**config.mk**
```make
export PLATFORM = sky130hd
export DESIGN_NAME = instruction_encoder
export DESIGN_NICKNAME = d
export VERILOG_FILES = /design/src/rtl/instruction_encoder.sv
export SDC_FILE = /design/constraint.sdc
export NUM_CORES = 1
export LEC_CHECK = 0
export CAP_MARGIN = 20
export CORE_MARGIN = 3
export CORE_UTILIZATION = 49
export DETAILED_ROUTE_END_ITERATION = 16
export HOLD_SLACK_MARGIN = 0.03
export PLACE_DENSITY = 0.9
export SYNTH_ARGS = -nofsm -noshare
export SYNTH_HDL_FRONTEND = slang
export SYNTH_SLANG_ARGS = --single-unit
```
**constraint.sdc**
```tcl
create_clock -name clk -period 5.3 [get_ports clk]
set_input_delay 1.59 -clock clk [delete_from_list [all_inputs] [get_ports clk]]
set_output_delay 1.59 -clock clk [all_outputs]
set_load 0.02 [all_outputs]
```
**src/rtl/instruction_encoder.sv**
```systemverilog
// Streaming RV32I instruction encoder: packs a decoded instruction description into a
// 32-bit word, validating the immediate, and emits it with its byte address.
module instruction_encoder #(
    parameter int          INSTRUCTION_SIZE = 32,
    parameter int          IMMEDIATE_SIZE   = 32,
    parameter int          ADDR_WIDTH       = 12,
    parameter int unsigned BASE_ADDR        = 0
) (
    input  logic                        clk,
    input  logic                        rst_n,
    input  logic                        Flush,
    input  logic                        InValid,
    output logic                        InReady,
    input  logic [2:0]                  Format,
    input  logic [6:0]                  Opcode,
    input  logic [4:0]                  Rd,
    input  logic [4:0]                  Rs1,
    input  logic [4:0]                  Rs2,
    input  logic [2:0]                  Funct3,
    input  logic [6:0]                  Funct7,
    input  logic [IMMEDIATE_SIZE-1:0]   Immediate,
    output logic                        OutValid,
    input  logic                        OutReady,
    output logic [INSTRUCTION_SIZE-1:0] InstructionOut,
    output logic [ADDR_WIDTH-1:0]       AddressOut,
    output logic                        ErrorFlag,
    output logic [1:0]                  ErrorCode,
    output logic [15:0]                 EmitCount
);

    typedef enum logic [2:0] {
        FMT_R = 3'd0,
        FMT_I = 3'd1,
        FMT_S = 3'd2,
        FMT_B = 3'd3,
        FMT_U = 3'd4,
        FMT_J = 3'd5
    } format_t;

    typedef enum logic [1:0] {
        ERR_NONE   = 2'd0,
        ERR_RANGE  = 2'd1,
        ERR_ALIGN  = 2'd2,
        ERR_FORMAT = 2'd3
    } error_t;

    localparam logic [ADDR_WIDTH-1:0] BASE = BASE_ADDR[ADDR_WIDTH-1:0];

    logic signed [IMMEDIATE_SIZE-1:0]   imm;
    logic [INSTRUCTION_SIZE-1:0]        word;
    logic                               range_bad;
    logic                               align_bad;
    error_t                             err;
    logic [ADDR_WIDTH-1:0]              addr_q;
    logic                               accept;
    logic                               transfer;

    assign imm      = Immediate;
    assign InReady  = !Flush && (!OutValid || OutReady);
    assign accept   = InValid && InReady;
    assign transfer = OutValid && OutReady;

    // NOTE: every combinational output gets a default first so no path leaves it unassigned (no latch).
    always_comb begin
        word      = '0;
        range_bad = 1'b0;
        align_bad = 1'b0;
        err       = ERR_NONE;
        case (Format)
            FMT_R: word = {Funct7, Rs2, Rs1, Funct3, Rd, Opcode};
            FMT_I: begin
                word      = {imm[11:0], Rs1, Funct3, Rd, Opcode};
                range_bad = (imm < -2048) || (imm > 2047);
            end
            FMT_S: begin
                word      = {imm[11:5], Rs2, Rs1, Funct3, imm[4:0], Opcode};
                range_bad = (imm < -2048) || (imm > 2047);
            end
            FMT_B: begin
                word      = {imm[12], imm[10:5], Rs2, Rs1, Funct3, imm[4:1], imm[11], Opcode};
                range_bad = (imm < -4096) || (imm > 4095);
                align_bad = imm[0];
            end
            FMT_U: begin
                word      = {imm[31:12], Rd, Opcode};
                align_bad = (imm[11:0] != 12'd0);
            end
            FMT_J: begin
                word      = {imm[20], imm[10:1], imm[11], imm[19:12], Rd, Opcode};
                range_bad = (imm < -1048576) || (imm > 1048575);
                align_bad = imm[0];
            end
            default: err = ERR_FORMAT;
        endcase
        // Illegal format outranks range, which outranks alignment.
        if (err == ERR_NONE) begin
            if (range_bad)      err = ERR_RANGE;
            else if (align_bad) err = ERR_ALIGN;
        end
    end

    // NOTE: state registers use non-blocking assignments so all of them update from pre-edge values.
    always_ff @(posedge clk or negedge rst_n) begin
        if (!rst_n) begin
            OutValid       <= 1'b0;
            InstructionOut <= '0;
            AddressOut     <= BASE;
            addr_q         <= BASE;
            ErrorFlag      <= 1'b0;
            ErrorCode      <= ERR_NONE;
            EmitCount      <= '0;
        end else if (Flush) begin
            OutValid   <= 1'b0;
            AddressOut <= BASE;
            addr_q     <= BASE;
            ErrorFlag  <= 1'b0;
            ErrorCode  <= ERR_NONE;
            EmitCount  <= '0;
        end else begin
            if (transfer && (EmitCount != 16'hFFFF)) begin
                EmitCount <= EmitCount + 16'd1;
            end
            if (accept && (err == ERR_NONE)) begin
                OutValid       <= 1'b1;
                InstructionOut <= word;
                AddressOut     <= addr_q;
                addr_q         <= addr_q + ADDR_WIDTH'(4);
            end else if (transfer) begin
                OutValid <= 1'b0;
            end
            // Erroneous requests are consumed silently; only the first code since clear is kept.
            if (accept && (err != ERR_NONE)) begin
                ErrorFlag <= 1'b1;
                if (!ErrorFlag) begin
                    ErrorCode <= err;
                end
            end
        end
    end

endmodule
```
# Word-level counts from Yosys, hierarchy flattened
# Index checks and enable logic that the tools add are counted.
# classes
magnitude_cmp	6
muxes	21
n_reduce_logical	26
shifts	0
bitwise	1
n_addsub	2
div	0
n_eq_ne	7
multipliers	0
# op_table
op	count
case mux 32 bit (6 select lines)	1
two-way mux 12 bit	4
> comparator 32 x 12 -> 1 bit, second input constant	1
> comparator 32 x 13 -> 1 bit, second input constant	1
> comparator 32 x 21 -> 1 bit, second input constant	1
less-than comparator 32 x 12 -> 1 bit, second input constant	1
less-than comparator 32 x 13 -> 1 bit, second input constant	1
less-than comparator 32 x 21 -> 1 bit, second input constant	1
two-way mux 16 bit	2
adder 16 x 1 -> 16 bit, second input constant	1
!= test 16 bit, second input constant	1
two-way mux 2 bit	7
adder 12 x 3 -> 12 bit, second input constant	1
nonzero test 12 bit	1
nonzero test 2 bit	4
equality test 3 x 2 -> 1 bit, second input constant	2
equality test 3 bit, second input constant	2
logical AND 1 bit	6
OR reduction 6 bit	1
two-way mux 1 bit	5
zero test 2 bit	2
logical OR 1 bit	4
AND reduction 2 bit	2
OR reduction 2 bit	2
8 further kinds	9
# word_totals
latchBits	0
regBits	76
romBits	0
ramBits	0
out_inout_bits	65
in_bits	72
memories	0

# Longest topological paths before layout
# Gate-level depths: netlist of run 1.
# logic_depth
word_depth	10
mapped_depth	10
ltp_nobuf	8

# Worst setup path after synthesis of run 1
# No wires, ideal clock.
# synth_timing
path_kind	input port to output port
startpoint	input Flush
endpoint	output InReady
path_slack_ns	1.565
path_stages	2
path_buffers	1
required_time_ns	3.710
arrival_ns	2.145
path_cell_list	clkbuf_1 > a21oi_1
# synth_between
elab_chain_cells	2
# synth_lines
element	line	source
from (decl)	11	input logic Flush,
zero test 1 bit	59	assign InReady = !Flush && (!OutValid || OutReady);
logical AND 1 bit	59	
to (decl)	13	output logic InReady,
# No other way between the ends.

# Final worst setup path of run 1
# layout_timing
startpoint	input OutReady
endpoint	output InReady
# layout_between
elab_chain_cells	2
# layout_lines
element	line	source
from (decl)	23	input logic OutReady,
logical OR 1 bit	59	
logical AND 1 bit	59	
# No other way between the ends.

==> results.txt, run 1 <==
----------------------------------------------------
[Floorplanning]
  Die outline height ... 94.5 um
  Number of core rows ... 31
  Die outline area ... 0.00893 sq mm
  IO Count ... 137
  Die boundary width ... 94.5 um
  Standard cell core area ... around 0.0074 sq mm
  Initial core utilization ... 0.518

[Synthesis]
  Top_reg_cell synth ... dfrtp_1
  Netlist area before placement ... 0.00384 sq mm
  Biggest area contributors in the synthesized netlist ... dfrtp_1 (48%), nand2_1 (5.3%), a21oi_1 (4.7%)
  Leading area contributor after synthesis ... dfrtp_1
  Count of warnings emitted by yosys ... 0
  Gate count after technology mapping ... 434
  Synth unique cells ... 50
  Top cell types by occurrence after synthesis ... dfrtp_1 (73), nand2_1 (54), nor2_1 (38), a21oi_1 (36), o21ai_0 (24)
  Part of the Yosys area used for sequential elements ... 0.476
  Area fraction of the dominant cell type after synthesis ... 0.476
  Synth Area per Inst ... 8.85 sq um
  Leading cell type by number of instances after synthesis ... dfrtp_1
  Synthesis-stage register bit count ... 73
  Number of enable flip-flop cells after synthesis ... 0
  Net count of the mapped netlist ... ~500
  Post-synthesis async set-or-reset flop share ... 1.00

[GRT]
  Number of antenna violations at the first check in global routing ... 0
  Remaining Overflow, GRT ... 0
  First-pass GRT wire length ... 17600 um
  Largest net degree at the start of global routing ... 55
  Total GRT Usage ... 0.250
  Via count of the first global-routing pass ... 3602

[Worst setup path]
  Critical Path, Cell by Cell ... clkdlybuf4s50_1 > inv_1 > a21oi_1 > clkdlybuf4s50_1
  Buffer and inverter count on the worst path ... 3
  Type of element capturing the critical path ... output port
  Setup crit start kind ... primary input
  Most frequent cell on the critical path ... clkdlybuf4s50_1
  CP arrival ... 2950 ps
  Maximum fanout along the worst path ... 2
  Type of the worst setup path ... primary input to output port
  Slowest cell on the critical path ... clkdlybuf4s50_1
  Data required time of the critical path ... between 3000 and 4000 ps
  Maximum cell stage delay along the critical path ... 630 ps
  Family of cells with the greatest summed delay on the critical path ... buffers and inverters

[Detailed routing]
  Number of design-rule violations left by the first detailed-router iteration ... between 200 and 250
  Via count ... 3727
  Remaining number of nets flagged by the antenna check after routing ... 0
  Per-cell routed wire length ... 16.7 um
  Length of the first detailed-routing pass in iterations ... 4
  Overall routed net length ... 11100 um
  Routed vias/inst ... approximately 5.6
  DRC violations left ... 0

[STA]
  Number of setup violations in the final report ... 0
  Final hold viol count ... 0
  Slew margin rel. ... 0.544
  Setup TNS ... 0 ps
  Final Skew ... 10.8 ps
  Shortest period the worst path allows ... 4540 ps
  Slew Limit Fails ... 0
  Post-route fraction of the period consumed by the critical path ... 0.856
  Max Clock Freq ... 220 MHz
  RSZ-0062 raised after global routing ... no
  Slew @ Worst Pin ... 681 ps

[CTS]
  Number of hold-repair buffers added at the cts stage ... 0
  Worst-path clk slew ... 70 ps
  Cells resized by post-CTS repair ... 0
  Clock sink count ... 73
  Number of buffers added by the clock tree synthesis step ... 9
  Clock Path Buffers ... 2
  H-tree level count ... 3
  TritonCTS clock tree ... built
  Post-CTS setup buffer count ... 0
  Clk_lat worst skew ... between 300 and 400 ps
  Root buffer cell ... clkbuf_8

[Final layout]
  Final core utilization ... 0.741
  Antenna Diode Count ... 0
  Layout overhead on the synthesized area ... 42.9%
  Fraction of layout cells with a size suffix above 1 ... 0.0723
  Final Cell Area ... about 0.0055 sq mm
  Filler instances ... 535
  Number of nets in the layout ... 636

[Placement]
  RePlAce Congestion ... 0.900
  Standard cell area after detailed placement ... 0.00527 sq mm
  HPWL Detailed ... 8350 um
  IO Port Bufs ... 136

[Pwr]
  Leakage power figure ... 0.00224 uW
  Overall power after layout ... ~1500 uW
  Worst supply voltage drop on vdd ... 210 uV
  PwrDens ... 277 mW/mm^2

[Hold path]
  Min-Delay Path Class ... flop to flop

[Run status]
  Result of the run ... finished, final reports clean

[Flow run]
  Max capacitance violation total ... 0

----------------------------------------------------
layout by cell type, fill, tap and decap left out, types with 13 or more instances in the layout:
cell / Yosys / final
nand3_1: 15 / 15
inv_1: 16 / 16
nor2_1: 38 / 38
clkdlybuf4s50_1: 0 / 135
a21oi_1: 36 / 36
o21ai_1: 20 / 20
dfrtp_1: 73 / 73
o21ai_0: 24 / 24
nand2_1: 54 / 54
xnor2_1: 13 / 13
layout make-up:
class / instances / area [sq um] / area share
sequential: 73 / 1830 / 0.333
clock buffer: 12 / 145 / 0.0264
inverter: 16 / 60.1 / 0.0109
clock inverter: 4 / 51.3 / 0.00935
multi-input combinational: 316 / 1820 / 0.332
timing repair buffer: 146 / 1460 / 0.265
tap: 99 / 124 / 0.0226
metal layers:
layer / vias up / wire length (um) / global-route usage
met4: 0 / 167 / 0.0841
met3: 16 / 669 / 0.0470
met1: 1792 / 4690 / 0.331
met2: 122 / 5570 / 0.414
li1: 1797 / - / -
met5: - / 0 / 0
worst min-delay path, delay by kind of cell (launching register included):
family | cells | cell delay [ps]
DFF | 1 | 340
AOI/OAI and AO/OA | 1 | 60
and+or+nand+nor | 1 | 40
stage by stage:
step	cells	hold slack, ps	setup slack, ps
detailed placement	649	473	768
floorplan	434	497	1570
global placement	649	460	786
global route	666	520	681
finish	666	485	761
CTS	665	490	759
power by group:
part / total, uW / switching, uW / internal (uW) / leakage, uW
logic: 425 / 219 / 206 / 0.00117
clock network: 437 / 205 / 232 / 0.0000970
registers: 657 / 37.0 / 620 / 0.000977
flip-flops by register name, summed over array words and instances (netlist names):
| register | cells |
|---|---|
| AddressOut | 11 |
| EmitCount | 16 |
| ErrorCode | 2 |
| OutValid | 1 |
| addr_q | 10 |
| InstructionOut | 32 |
| ErrorFlag | 1 |
cells by family after synthesis:
kind of cell             count (synthesis)  synth area share
AO/OA/AOI/OAI                          122             0.203
buffers and inverters                   45            0.0492
AND/OR/NAND/NOR                        174             0.223
adder cells (fa/ha/maj)                  2           0.00652
multiplexers                             3           0.00815
XOR/XNOR                                15            0.0342
flip-flops                              73             0.476
worst paths after layout:
kind,from,slack [ps],cells past startpoint,endpoint
min,InstructionOut[6],490,2,InstructionOut[6]
max reg2reg,OutValid,3040,7,InstructionOut[11]
min in group asynchronous,rst_n,1080,1,InstructionOut[22]
max,OutReady,760,4,InReady
max in group asynchronous,rst_n,3350,3,InstructionOut[31]
min reg2reg,InstructionOut[6],490,2,InstructionOut[6]
(Power assumes the default switching activity.)
==> inputs of run 2 (changes only) <==
--- a/config.mk
+++ b/config.mk
@@ -10,7 +10,7 @@
 export CORE_UTILIZATION = 49
 export DETAILED_ROUTE_END_ITERATION = 16
 export HOLD_SLACK_MARGIN = 0.03
-export PLACE_DENSITY = 0.9
+export PLACE_DENSITY = 0.84
 export SYNTH_ARGS = -nofsm -noshare
 export SYNTH_HDL_FRONTEND = slang
 export SYNTH_SLANG_ARGS = --single-unit
==> run 2 against run 1 <==
  * Hold slack better by 2.9 ps
  * Register-to-register slack hardly changed
  * Combinational power is essentially flat
  * Routed wire length is 3.2% lower
  * Via count down 0.80%
  * Clock-buffer cell count is 1 higher
  * Power decreased by 2.8%
  * First-iteration DRC count grew 4.3%
  * Non-clock buffer count grew 2
  * Clock skew hardly changed
  * Critical path type unchanged
==> results.txt, run 2 (synthesis gave the netlist of run 1 again) <==
----------------------------------------------------
[Final layout]
  Layout overhead on the synthesized area ... 42.4%
  Filler instances ... 557 (+4.1%)
  Max FFs per register ... 32 (unchanged)
  Final core utilization ... 0.738 (-0.00287)
  Most common library cell in the layout ignoring fill and taps ... clkdlybuf4s50_1
  Antenna Diode Count ... 0 (unchanged)
  Commonest cells after routing, fill and taps aside ... clkdlybuf4s50_1 (135), dfrtp_1 (73), nand2_1 (54)
  Biggest regs ... InstructionOut: 32 flops, EmitCount: 16 flops, AddressOut: 11 flops
  Fraction of layout cells with a size suffix above 1 ... 0.0756 (+0.00326)
  Register with the most flip-flops ... InstructionOut
  Number of nets in the layout ... 638 (+0.31%)
  Final Cell Area ... 0.00547 sq mm (-0.39%)

[Placement]
  IO Port Bufs ... 136 (unchanged)
  Standard cell area after detailed placement ... 0.00528 sq mm (+0.24%)
  RePlAce Congestion ... 0.949 (+5.4%)
  Worst slack at placement ... 760 ps (-8.53 ps)
  HPWL Detailed ... 8130 um (-2.6%)

[Floorplanning]
  Die boundary width ... 94.5 um (unchanged)
  Number of core rows ... 31 (unchanged)
  IO Count ... 137 (unchanged)
  Die outline height ... 94.5 um (unchanged)
  Initial core utilization ... 0.518 (unchanged)
  Standard cell core area ... 0.00741 sq mm (unchanged)
  Die outline area ... 0.00893 sq mm (unchanged)

[STA]
  RSZ-0062 raised after global routing ... no
  Shortest period the worst path allows ... 4570 ps (+29.0 ps)
  Slew margin rel. ... 0.418 (-0.127)
  Final hold viol count ... 0 (unchanged)
  Post-route fraction of the period consumed by the critical path ... 0.862 (+0.00548)
  Max Clock Freq ... 219 MHz (-0.64%)
  Slew Limit Fails ... 0 (unchanged)
  Worst path setup slack after routing ... 732 ps (-29.0 ps)
  Final Skew ... 10.5 ps (-0.322 ps)
  Slew @ Worst Pin ... 873 ps (+192 ps)
  Setup TNS ... 0 ps (unchanged)
  Number of setup violations in the final report ... 0 (unchanged)

[GRT]
  Global Route met1 Usage ... 0.331 (+0.000680)
  Busiest layer in global routing ... met2
  First-pass GRT wire length ... 17400 um (-1.0%)
  Number of antenna violations at the first check in global routing ... 0 (unchanged)
  M2 GR Usage ... 0.403 (-0.0106)
  Largest net degree at the start of global routing ... 74 (+35%)
  Remaining Overflow, GRT ... 0 (unchanged)
  Total GRT Usage ... 0.249 (-0.00136)
  Via count of the first global-routing pass ... 3602 (unchanged)
  Met3 usage in global routing ... 0.0414 (-0.00558)

[Worst setup path]
  Maximum fanout along the worst path ... 2 (unchanged)
  Setup crit start kind ... primary input
  Slowest cell on the critical path ... clkdlybuf4s50_1
  CP arrival ... 2980 ps (+30 ps)
  Critical Path, Cell by Cell ... clkdlybuf4s50_1 > inv_1 > a21oi_1 > clkdlybuf4s50_1
  Type of the worst setup path ... primary input to output port
  Maximum cell stage delay along the critical path ... 640 ps (about the same)
  Most frequent cell on the critical path ... clkdlybuf4s50_1
  Type of element capturing the critical path ... output port
  Data required time of the critical path ... 3710 ps (about the same)

[Detailed routing]
  Routed vias/inst ... 5.53 (-1.1%)
  Remaining number of nets flagged by the antenna check after routing ... 0 (unchanged)
  Via count ... 3697 (-0.80%)
  Number of design-rule violations left by the first detailed-router iteration ... 243 (+4.3%)
  DRC violations left ... 0 (unchanged)
  Per-cell routed wire length ... 16.1 um (-3.5%)
  Overall routed net length ... 10700 um (-3.2%)
  Length of the first detailed-routing pass in iterations ... 4 (unchanged)

[Run status]
  Result of the run ... finished, final reports clean

[CTS]
  Number of hold-repair buffers added at the cts stage ... 0 (unchanged)
  Clk_lat worst skew ... 340 ps (about the same)
  Clock Path Buffers ... 2 (unchanged)
  Number of buffers added by the clock tree synthesis step ... 9 (unchanged)
  Worst-path clk slew ... 70 ps (about the same)
  Clock sink count ... 73 (unchanged)
  Cells resized by post-CTS repair ... 0 (unchanged)
  H-tree level count ... 3 (unchanged)
  Root buffer cell ... clkbuf_8
  TritonCTS clock tree ... built
  Post-CTS setup buffer count ... 0 (unchanged)

[Flow run]
  Max capacitance violation total ... 0 (unchanged)

[Hold path]
  Min-Delay Path Class ... flop to flop

[Pwr]
  PwrDens ... 270 mW/mm^2 (-2.4%)
  Worst supply voltage drop on vdd ... 191 uV (-9.3%)
  Leakage power figure ... 0.00223 uW (-0.55%)

----------------------------------------------------
## run 2: cell types whose count changed in the layout (fill, tap and decap cells not counted), sizes merged
cell and delta:
buf +2, clkbuf +1, bufinv -1, clkinv -1
clkinvlp +1
## run 2: cell type report
type | count | area [sq um] | area share
multi-input combinational | 316 | 1820 | 0.334
clock inverter | 3 | 23.8 | 0.00435
timing repair buffer | 148 | 1450 | 0.265
sequential | 73 | 1830 | 0.334
clock buffer | 13 | 159 | 0.0291
tap | 99 | 124 | 0.0227
inverter | 16 | 60.1 | 0.0110
## run 2: per-layer routing
layer  share of wire  vias to the layer above
li1                -                     1794
met1            0.42                     1771
met2            0.49                      109
met3           0.061                       23
met4           0.027                        0
met5               0                        -
## run 2: critical path: cells and delay by family
kind	cells	cell delay, ps
compound gates	1	200
buf+inv	3	1190
## run 2: per-stage QoR
stage	total power (uW)	std cells	hold WS, ps
3_3_place_gp	1080	652	460
3_5_place_dp	1090	652	477
5_1_grt	1550	668	510
6_report	1480	668	488
2_1_floorplan	850	434	497
4_1_cts	1490	668	493
## run 2: worst paths after layout
kind | start | to | slack (ps) | cells after the start
worst min register to register | InstructionOut[30] | InstructionOut[30] | 490 | 2
worst min-delay path | InstructionOut[30] | InstructionOut[30] | 490 | 2
min in group asynchronous | rst_n | AddressOut[9] | 1350 | 1
max in group asynchronous | rst_n | InstructionOut[20] | 3370 | 1
worst max register to register | EmitCount[3] | EmitCount[11] | 3050 | 6
worst max-delay path | OutReady | InReady | 730 | 4
## run 2: power breakdown
part / switching [uW] / internal [uW] / total [uW]
Combinational: 217 / 205 / 422
Sequential: 34.8 / 620 / 655
Clock: 201 / 198 / 399
Total: 453 / 1020 / 1480
